[src/rtl/hack_bus_arbiter_pkg.sv]
// Shared constants and output-stage state type for the round-robin bus arbiter.
package hack_bus_arbiter_pkg;
  localparam int NUM_REQ = 8;
  localparam int DATA_W  = 16;
  localparam int SRC_W   = 3;

  typedef enum logic {
    ST_EMPTY = 1'b0,
    ST_FULL  = 1'b1
  } state_e;
endpackage

[src/rtl/mux_8x1_16bits.sv]
// 8:1 word selector; data_in[k] appears on data_out when sel_in == k.
module mux_8x1_16bits
  import hack_bus_arbiter_pkg::*;
(
  input  logic [NUM_REQ-1:0][DATA_W-1:0] data_in,
  input  logic [SRC_W-1:0]               sel_in,
  output logic [DATA_W-1:0]              data_out
);
  assign data_out = data_in[sel_in];
endmodule

[src/rtl/hack_bus_arbiter.sv]
// Round-robin arbiter feeding a single-entry output register with a handshake counter.
module hack_bus_arbiter
  import hack_bus_arbiter_pkg::*;
(
  input  logic                           clk_in,
  input  logic                           rst_in,
  input  logic [NUM_REQ-1:0]             req_valid_in,
  input  logic [NUM_REQ-1:0][DATA_W-1:0] req_data_in,
  output logic [NUM_REQ-1:0]             req_ready_out,
  output logic                           out_valid_out,
  output logic [DATA_W-1:0]              out_data_out,
  output logic [SRC_W-1:0]               out_src_out,
  input  logic                           out_ready_in,
  output logic [15:0]                    xfer_count_out
);
  state_e             state_q, state_d;
  logic [DATA_W-1:0]  data_q, data_d;
  logic [SRC_W-1:0]   src_q, src_d;
  logic [SRC_W-1:0]   ptr_q, ptr_d;
  logic [15:0]        count_q, count_d;

  logic               slot_free;
  logic               win_found;
  logic [SRC_W-1:0]   win_idx;
  logic [SRC_W-1:0]   cand;
  logic               grant;
  logic [DATA_W-1:0]  mux_out;

  assign slot_free = (state_q == ST_EMPTY) || out_ready_in;

  // First valid requester at or after ptr; the 3-bit add supplies the mod-8 wrap.
  always_comb begin
    win_found = 1'b0;
    win_idx   = '0;
    cand      = '0;
    for (int k = 0; k < NUM_REQ; k++) begin
      cand = ptr_q + SRC_W'(k);
      if (!win_found && req_valid_in[cand]) begin
        win_found = 1'b1;
        win_idx   = cand;
      end
    end
  end

  // Reset gating keeps the accept strobe quiet while the block is held in reset.
  assign grant         = slot_free && win_found && !rst_in;
  assign req_ready_out = grant ? (NUM_REQ'(1) << win_idx) : '0;

  mux_8x1_16bits u_data_mux (
    .data_in  (req_data_in),
    .sel_in   (win_idx),
    .data_out (mux_out)
  );

  always_comb begin
    state_d = state_q;
    data_d  = data_q;
    src_d   = src_q;
    ptr_d   = ptr_q;
    count_d = count_q;
    if (state_q == ST_FULL && out_ready_in) begin
      count_d = count_q + 16'd1;
    end
    if (grant) begin
      state_d = ST_FULL;
      data_d  = mux_out;
      src_d   = win_idx;
      ptr_d   = win_idx + 3'd1;
    end else if (slot_free) begin
      state_d = ST_EMPTY;
    end
  end

  always_ff @(posedge clk_in or posedge rst_in) begin
    if (rst_in) begin
      state_q <= ST_EMPTY;
      data_q  <= '0;
      src_q   <= '0;
      ptr_q   <= '0;
      count_q <= '0;
    end else begin
      state_q <= state_d;
      data_q  <= data_d;
      src_q   <= src_d;
      ptr_q   <= ptr_d;
      count_q <= count_d;
    end
  end

  assign out_valid_out  = (state_q == ST_FULL);
  assign out_data_out   = data_q;
  assign out_src_out    = src_q;
  assign xfer_count_out = count_q;
endmodule

[config.mk]
export PLATFORM = sky130hd
export DESIGN_NAME = hack_bus_arbiter
export DESIGN_NICKNAME = d
export VERILOG_FILES = /design/src/rtl/hack_bus_arbiter_pkg.sv /design/src/rtl/mux_8x1_16bits.sv /design/src/rtl/hack_bus_arbiter.sv
export SDC_FILE = /design/constraint.sdc
export NUM_CORES = 1
export LEC_CHECK = 0
export CAP_MARGIN = 20
export CORE_UTILIZATION = 42
export CTS_CLUSTER_DIAMETER = 200
export DETAILED_ROUTE_END_ITERATION = 12
export PLACE_DENSITY = 0.87
export SYNTH_ARGS = -nofsm -noshare
export SYNTH_HDL_FRONTEND = slang
export SYNTH_SLANG_ARGS = --single-unit
[constraint.sdc]
create_clock -name clk_in -period 6.64 [get_ports clk_in]
set_input_delay 0.996 -clock clk_in [delete_from_list [all_inputs] [get_ports clk_in]]
set_output_delay 0.996 -clock clk_in [all_outputs]
set_load 0.005 [all_outputs]
Word level (Yosys, flattened, before mapping)
Cells that the tools add are included.
W data, S select, Z words.
- flip-flop bits (word level): 39
- input bits: 139
- output and inout bits: 44
- word-level logic and storage cells: 82
- add/sub/neg operators: 9
- order comparisons: 9
- shift operators: 1
- mux-type cells: 37
- bitwise gates (word level): 1
- reductions and logical operators: 20
- operators by type and width (cell ; number):
    $bmux W16 S3 ; 1
    $lt A3 B4 Y1 const B ; 9
    $bmux W1 S3 ; 8
    $mux W3 ; 8
    $mux W1 ; 18
    $add A16 B1 Y16 const B ; 1
    $mux W16 ; 1
    $add A3 B3 Y3 const B ; 4
    $logic_and A1 B1 Y1 ; 10
    $logic_not A1 Y1 ; 8
    $mux W8 ; 1
    $shl A1 B3 Y8 const A ; 1
    $add A3 B1 Y3 const B ; 2
    $add A3 B2 Y3 const B ; 2
    $reduce_bool A2 Y1 ; 1
    $logic_or A1 B1 Y1 ; 1
    $not A1 Y1 ; 1

Logic depth before layout (Yosys ltp)
Gate-level depths: netlist (run 1).
- word-level depth: 27
- mapped depth: 14
- mapped depth without buffers: 11

Cells and area by module
From an unflattened synthesis (run 1), not the netlist that was laid out.
- cell total of the unflattened synthesis: 295
- area, all modules: 3827.4 um2
- by module, submodules not included (module ; times used ; cells an instance ; area an instance (um2) ; seq. area each (um2)):
    hack_bus_arbiter ; 1 ; 238 ; 2756.4 ; 975.9
    mux_8x1_16bits ; 1 ; 57 ; 1071.0 ; 0.0

Worst setup path before layout (run 1)
Ideal clock, no wire load.
- path kind: reg-to-output
- start: register ptr_q[1]
- end: output port req_ready_out[7]
- arrival time: 3.733 ns
- required time: 5.644 ns
- slack: 1.911 ns
- stages on the path, launching flop included: 15
- buffers on the path: 4
- cells stage by stage: dfrtp_1 buf_1 inv_1 ha_1 buf_4 mux4_2 mux2_2 or2_4 o221a_1 or3_1 a22oi_1 buf_2 buf_6 ha_1 and2_1
- cells in the longest elaborated chain, start to end: 27
- elaborated cells on any way between the ends: 57
- those cells by class: add/sub (7); shift (1); mux (33); reduce/logical (16)
- ends and longest elaborated chain (item ; line ; text):
    from (decl) ; hack_bus_arbiter.sv:19 ; logic [SRC_W-1:0] ptr_q, ptr_d;
    from (signal assigned) ; hack_bus_arbiter.sv:85 ; ptr_q <= ptr_d;
    parallel branches: the longest is 26 deep, another holds $add A3 B1 Y3 ; n/a ;
    $mux W8 (*) ; hack_bus_arbiter.sv:47 ; assign req_ready_out = grant ? (NUM_REQ'(1) << win_idx) : '0;
    to (decl) ; hack_bus_arbiter.sv:9 ; output logic [NUM_REQ-1:0] req_ready_out,
Mark *: on every way between the ends. The select of a mux whose other input is x is not followed.

Worst setup path after layout (run 1)
- start: register ptr_q[0]
- end: output port req_ready_out[6]
The elaborated chain is that of the path after synthesis.

==> impl_metrics.env, run 1 <==
export IMPL_antenna_cells=0
export IMPL_fin_nets=613
export IMPL_hold_path_end="xfer_count_out[15]"
export IMPL_grt_overflow=0
export IMPL_drt_iter0_drc=224
export IMPL_max_vdd_ir_drop_mv=0.496
export IMPL_path_buf_inv=3
export IMPL_netlist_instances=294
export IMPL_worstPathMaxFanout=32
export IMPL_hp_start="xfer_count_out[15]"
export IMPL_slowest_delay_ps=700
export IMPL_path_class="reg -> out"
export IMPL_critPathSlowestCell="dfrtp_1"
export IMPL_rsz0062_at_grt="no"
export IMPL_fin_crit_ps=5980
export IMPL_antenna_found_initial=0
export IMPL_syn2layout_area_growth_pct=62.8
export IMPL_yosysWarnings=0
export IMPL_synth_edf_count=0
export IMPL_floorplan_initialDensity=0.443
export IMPL_setup_viol=0
export IMPL_synthArstFlopShare=1.00
export IMPL_antenna_left=0
export IMPL_synth_top_area_cell="dfrtp_1"
export IMPL_row_count=31
export IMPL_r2r_end="out_data_out[4]"
export IMPL_ys_seq_elements=39
export IMPL_p_leak_nw=2.05
export IMPL_whs_path_depth=1
export IMPL_portBuffers=182
export IMPL_dr_pass1_iters=4
export IMPL_slew_violations=0
export IMPL_ys_seq_area_frac=0.299
export IMPL_ctsRootBufferMaster="clkbuf_8"
export IMPL_clock_sinks=39
export IMPL_ctsResizeCount=0
export IMPL_hold_viol=0
export IMPL_synth_most_common_cell="mux4_2"
export IMPL_r2r_start="ptr_q[0]"
export IMPL_rrSetupSlack_ps=1850
export IMPL_die_h_um=90.1
export IMPL_hold_slack_ps=480
export IMPL_cp_top_family="buffers and inverters"
export IMPL_synth_top_cells_by_area="dfrtp_1, mux4_2, mux2i_1"
export IMPL_crit_required_ps=5640
export IMPL_start_kind="register"
export IMPL_grt_pass1_vias=3374
export IMPL_syn_nets=437
export IMPL_grt_pass1_wl_mm=16.8
export IMPL_postSynthAreaPerCell_um2=11.1
export IMPL_slew_headroom=0.381
export IMPL_chipWidth_um=90.1
export IMPL_dieArea_um2=8120
export IMPL_n_fill_cell=535
export IMPL_clkSlewWorstSetupHoldPaths_ps=80
export IMPL_p_per_area_nw_per_um2=583
export IMPL_viasPerCell=5.62
export IMPL_end_kind="output pin"
export IMPL_tightest_slew_ps=905
export IMPL_outcome="completed"
export IMPL_io_pins=183
export IMPL_hp_class="reg -> reg"
export IMPL_gr_usage_all_layers=0.263
export IMPL_via_count=3205
export IMPL_synth_top_area_frac=0.299
export IMPL_clock_latency_ps=290
export IMPL_cts_setup_buffers=0
export IMPL_rr_worst_depth=12
export IMPL_gp_congestion=0.897
export IMPL_skew_ps=4.99
export IMPL_cts_htree_levels=2
export IMPL_fmax_ghz=0.167
export IMPL_worstPathCellList="inv_1 -> ha_1 -> mux4_2 -> mux2_2 -> or2_4 -> nor4b_4 -> nand2_1 -> o22ai_4 -> buf_4 -> nor2b_1 -> clkdlybuf4s50_1"
export IMPL_grt_max_degree=40
export IMPL_cts_max_path_buffers=2
export IMPL_remaining_drc_errors=0
export IMPL_worst_ep_arrival_time_ps=4990
export IMPL_drive_gt1_frac=0.146
export IMPL_routed_wirelength_mm=10.3
export IMPL_synth_cell_types=45
export IMPL_ctsHoldBuffers=0
export IMPL_core_area_um2=7370
export IMPL_ys_top_cells_by_count="mux4_2, dfrtp_1, nor2_1"
export IMPL_ys_flop_type="dfrtp_1"
export IMPL_netlist_area_um2=3260
export IMPL_cts_tree="built"
export IMPL_cts_buffers=5
export IMPL_wl_per_cell_um=18.0
export IMPL_finalCritPeriodShare=0.901
export IMPL_timing_max_cap_violations=0
export IMPL_dpl_hpwl_mm=8.42
export IMPL_tns_ps=0
cells by family (layout without fill, tap and decap cells):
kind of cell    count (synthesis)  in the layout  share of synthesized area
compound gates                 53             53                     0.0986
xor+xnor                       18             18                     0.0483
fa+ha+maj                       4              4                     0.0153
buf+inv                        29            206                     0.0433
flops                          39             39                      0.299
mux                            68             68                      0.365
simple gates                   83             83                      0.130
sequential cells by signal, indices dropped and copies added, names as in the netlist:
register / cells
out_data_out: 16
out_src_out: 3
out_valid_out: 1
ptr_q: 3
xfer_count_out: 16
how the worst max path moves through the flow:
stage / startpoint / to / slack (ps) / depth (start not counted)
floorplan: ptr_q[1] / req_ready_out[7] / 1910 / 14
global placement: req_valid_in[1] / req_ready_out[7] / 920 / 11
detailed placement: req_valid_in[1] / req_ready_out[7] / 930 / 11
CTS: ptr_q[0] / req_ready_out[6] / 610 / 11
global route: ptr_q[0] / req_ready_out[6] / 250 / 11
finish: ptr_q[0] / req_ready_out[6] / 660 / 11
per-stage QoR:
step	total power [mW]	area, um^2	util	setup slack (ps)	std cells
after floorplan	2.25	3260	-	1910	294
after global placement	2.87	5200	0.705	925	562
after detailed placement	2.91	5200	0.705	928	562
after CTS	3.12	5310	0.720	605	570
after global routing	3.34	5310	0.720	247	570
final	3.09	5310	0.720	658	570
final cells by class:
| cell class | instances | area, um^2 | area share |
|---|---|---|---|
| clock buffers | 5 | 68.8 | 0.0130 |
| clock inverters | 3 | 43.8 | 0.00825 |
| inverters | 9 | 33.8 | 0.00636 |
| multi-input cells | 226 | 2190 | 0.412 |
| flip-flops and latches | 39 | 976 | 0.184 |
| well taps | 99 | 124 | 0.0233 |
| repair buffers | 189 | 1870 | 0.353 |
power by group:
group,total [mW],internal [mW],switching [mW]
clock,0.198,0.112,0.0857
combinational,2.48,1.34,1.15
sequential,0.415,0.327,0.0878
total,3.09,1.77,1.32
layer usage:
metal | vias to the layer above | global-route usage | share of wire
met3 | 22 | 0.0533 | 0.065
met5 | - | 0 | 0
met1 | 1565 | 0.316 | 0.38
met4 | 0 | 0.0860 | 0.025
li1 | 1472 | - | -
met2 | 146 | 0.469 | 0.53
placed cells by master (no fill, tap or decap), types with 2 or more instances in the layout:
| master | instances |
|---|---|
| o21a_1 | 2 |
| mux2i_1 | 20 |
| o21ai_0 | 10 |
| nor2_1 | 29 |
| and3_1 | 4 |
| a21oi_1 | 22 |
| nand4_1 | 3 |
| mux4_2 | 40 |
| clkbuf_8 | 5 |
| dfrtp_1 | 39 |
| nand2b_1 | 6 |
| nor2b_1 | 8 |
| clkdlybuf4s50_1 | 182 |
| buf_4 | 7 |
| a31oi_1 | 2 |
| xor2_1 | 6 |
| nand2_1 | 14 |
| and2_1 | 2 |
| mux2_2 | 8 |
| ha_1 | 4 |
| a211oi_1 | 3 |
| nand3_1 | 9 |
| inv_1 | 8 |
| xnor2_1 | 12 |
Note: power is estimated with default switching activity, not from simulation.
==> run 2, diff against run 1 <==
Settings changed: CELL_PAD_IN_SITES_DETAIL_PLACEMENT from default to 0, CELL_PAD_IN_SITES_GLOBAL_PLACEMENT from default to 2, CORE_UTILIZATION 42 to 24, PLACE_DENSITY 0.87 to default, PLACE_DENSITY_LB_ADDON from default to 0.1.
==> run 2 against run 1 <==
Clock power increased by 41%. Via count decreased by 4.2%. Combinational power increased by 2%.
==> impl_metrics.env, run 2 (synthesis gave the netlist of run 1 again) <==
export IMPL_crit_required_ps=5640
export IMPL_grt_pass1_wl_mm=18.3
export IMPL_floorplan_initialDensity=0.246
export IMPL_dpl_hpwl_mm=9.70
export IMPL_grt_overflow=0
export IMPL_cts_setup_buffers=0
export IMPL_end_kind="output pin"
export IMPL_path_buf_inv=3
export IMPL_drive_gt1_frac=0.149
export IMPL_wl_per_cell_um=18.2
export IMPL_met2WireLength_mm=6.01
export IMPL_p_sw_mw=1.37
export IMPL_fin_nets=613
export IMPL_core_area_um2=13200
export IMPL_finish_instance_area_um2=5460
export IMPL_cts_tree="built"
export IMPL_antenna_found_initial=0
export IMPL_fin_crit_ps=6110
export IMPL_critPathSlowestCell="dfrtp_1"
export IMPL_tightest_slew_ps=862
export IMPL_ctsHoldBuffers=0
export IMPL_viasPerCell=4.74
export IMPL_via_count=3069
export IMPL_wl_met3_mm=1.06
export IMPL_final_seq_area_um2=976
export IMPL_tns_ps=0
export IMPL_dieArea_um2=14100
export IMPL_routedLengthMet1_mm=4.62
export IMPL_clock_sinks=39
export IMPL_fmax_ghz=0.164
export IMPL_ctsResizeCount=0
export IMPL_clock_latency_ps=280
export IMPL_finalPower_mw=3.22
export IMPL_slowest_delay_ps=680
export IMPL_rsz0062_at_grt="no"
export IMPL_slew_violations=0
export IMPL_swShare=0.425
export IMPL_worstPathMaxFanout=22
export IMPL_top_layer="met4"
export IMPL_routed_wirelength_mm=11.8
export IMPL_gp_congestion=0.803
export IMPL_max_vdd_ir_drop_mv=0.235
export IMPL_clkSlewWorstSetupHoldPaths_ps=60
export IMPL_layout_common_cells="clkdlybuf4s50_1, mux4_2, dfrtp_1, nor2_1, a21oi_1"
export IMPL_p_per_area_nw_per_um2=589
export IMPL_p_leak_nw=2.08
export IMPL_hp_class="reg -> reg"
export IMPL_row_count=42
export IMPL_hold_viol=0
export IMPL_path_class="reg -> out"
export IMPL_p_int_mw=1.85
export IMPL_cts_htree_levels=2
export IMPL_drt_iter0_drc=124
export IMPL_skew_ps=3.72
export IMPL_cts_max_path_buffers=2
export IMPL_chipWidth_um=119
export IMPL_n_fill_cell=1331
export IMPL_worstPathCellList="inv_1 -> ha_1 -> mux4_2 -> mux2_2 -> or2_4 -> nor4b_4 -> nand2_1 -> o22ai_4 -> buf_4 -> nor2b_1 -> clkdlybuf4s50_1"
export IMPL_outcome="completed"
export IMPL_ctsRootBufferMaster="clkbuf_16"
export IMPL_syn2layout_area_growth_pct=67.4
export IMPL_remaining_drc_errors=0
export IMPL_timing_max_cap_violations=0
export IMPL_power_frac_clock=0.087
export IMPL_multi_input_area_um2=2190
export IMPL_slew_headroom=0.424
export IMPL_grt_pass1_vias=3267
export IMPL_cts_buffers=5
export IMPL_dr_pass1_iters=4
export IMPL_antenna_cells=0
export IMPL_worst_ep_arrival_time_ps=5120
export IMPL_postPlaceCellArea_um2=5290
export IMPL_die_h_um=119
export IMPL_antenna_left=0
export IMPL_setup_viol=0
export IMPL_grt_max_degree=40
export IMPL_finalCritPeriodShare=0.920
export IMPL_io_pins=183
export IMPL_comb_power_share=0.784
export IMPL_portBuffers=182
export IMPL_gr_usage_all_layers=0.171
export IMPL_final_common_cell="clkdlybuf4s50_1"
export IMPL_pwr_share_seq=0.129
export IMPL_cp_top_family="buffers and inverters"
export IMPL_start_kind="register"
run 2: changes by cell type in the layout (fill, tap and decap cells not counted):
cell / change
clkbuf_8: -5
inv_2: +1
clkbuf_16: +5
clkinv_1: -1
run 2: worst register-to-register path, stage by stage (launching register included):
cell and delay, ps:
dfrtp_1 680, inv_1 160, ha_1 590, mux4_2 620
mux2_2 340, or2_4 270, nor4b_4 370, nand2_1 150
o22ai_4 550, buf_4 430, mux4_2 370, mux2i_1 160
a21oi_1 90
run 2: path summary, 6_finish.rpt:
check	from	endpoint	cells past startpoint	slack, ps
max reg2reg	ptr_q[0]	out_data_out[0]	12	1710
min	out_src_out[0]	out_src_out[0]	1	490
min in group asynchronous	rst_in	out_src_out[1]	2	1250
max	ptr_q[0]	req_ready_out[6]	11	530
max in group asynchronous	rst_in	ptr_q[0]	2	4830
min reg2reg	out_src_out[0]	out_src_out[0]	1	490
run 2: through the flow:
step,cells,utilization,hold slack (ps),worst slack [ps]
6_report,647,0.412,493,528
5_1_grt,647,0.412,507,144
4_1_cts,647,0.412,495,413
3_5_place_dp,639,0.400,466,729
3_3_place_gp,639,0.400,469,785
2_1_floorplan,294,-,468,1910
run 2: power groups by stage:
stage	combinational (mW)	sequential, mW	clock [mW]
global route	2.73	0.432	0.298
detailed placement	2.57	0.422	0
finish	2.52	0.416	0.279
CTS	2.58	0.420	0.289
global placement	2.59	0.418	0
floorplan	1.86	0.390	0
run 2: area by class of cell:
class / instances / area share
Clock buffer: 5 / 0.0229
Clock inverter: 3 / 0.00802
Inverter: 9 / 0.00619
Multi-Input combinational cell: 226 / 0.401
Sequential cell: 39 / 0.179
Tap cell: 176 / 0.0403
Timing Repair Buffer: 189 / 0.343
run 2: routing by layer:
metal,up-vias,track usage
li1,1471,-
met1,1478,0.200
met2,112,0.296
met3,8,0.0652
met4,0,0.0332
met5,-,0
==> run 3, diff against run 2 <==
Settings changed: TNS_END_PERCENT from default to 30.
==> results of run 3 <==
The final DEF is identical to that of run 2; final timing and power are the same.
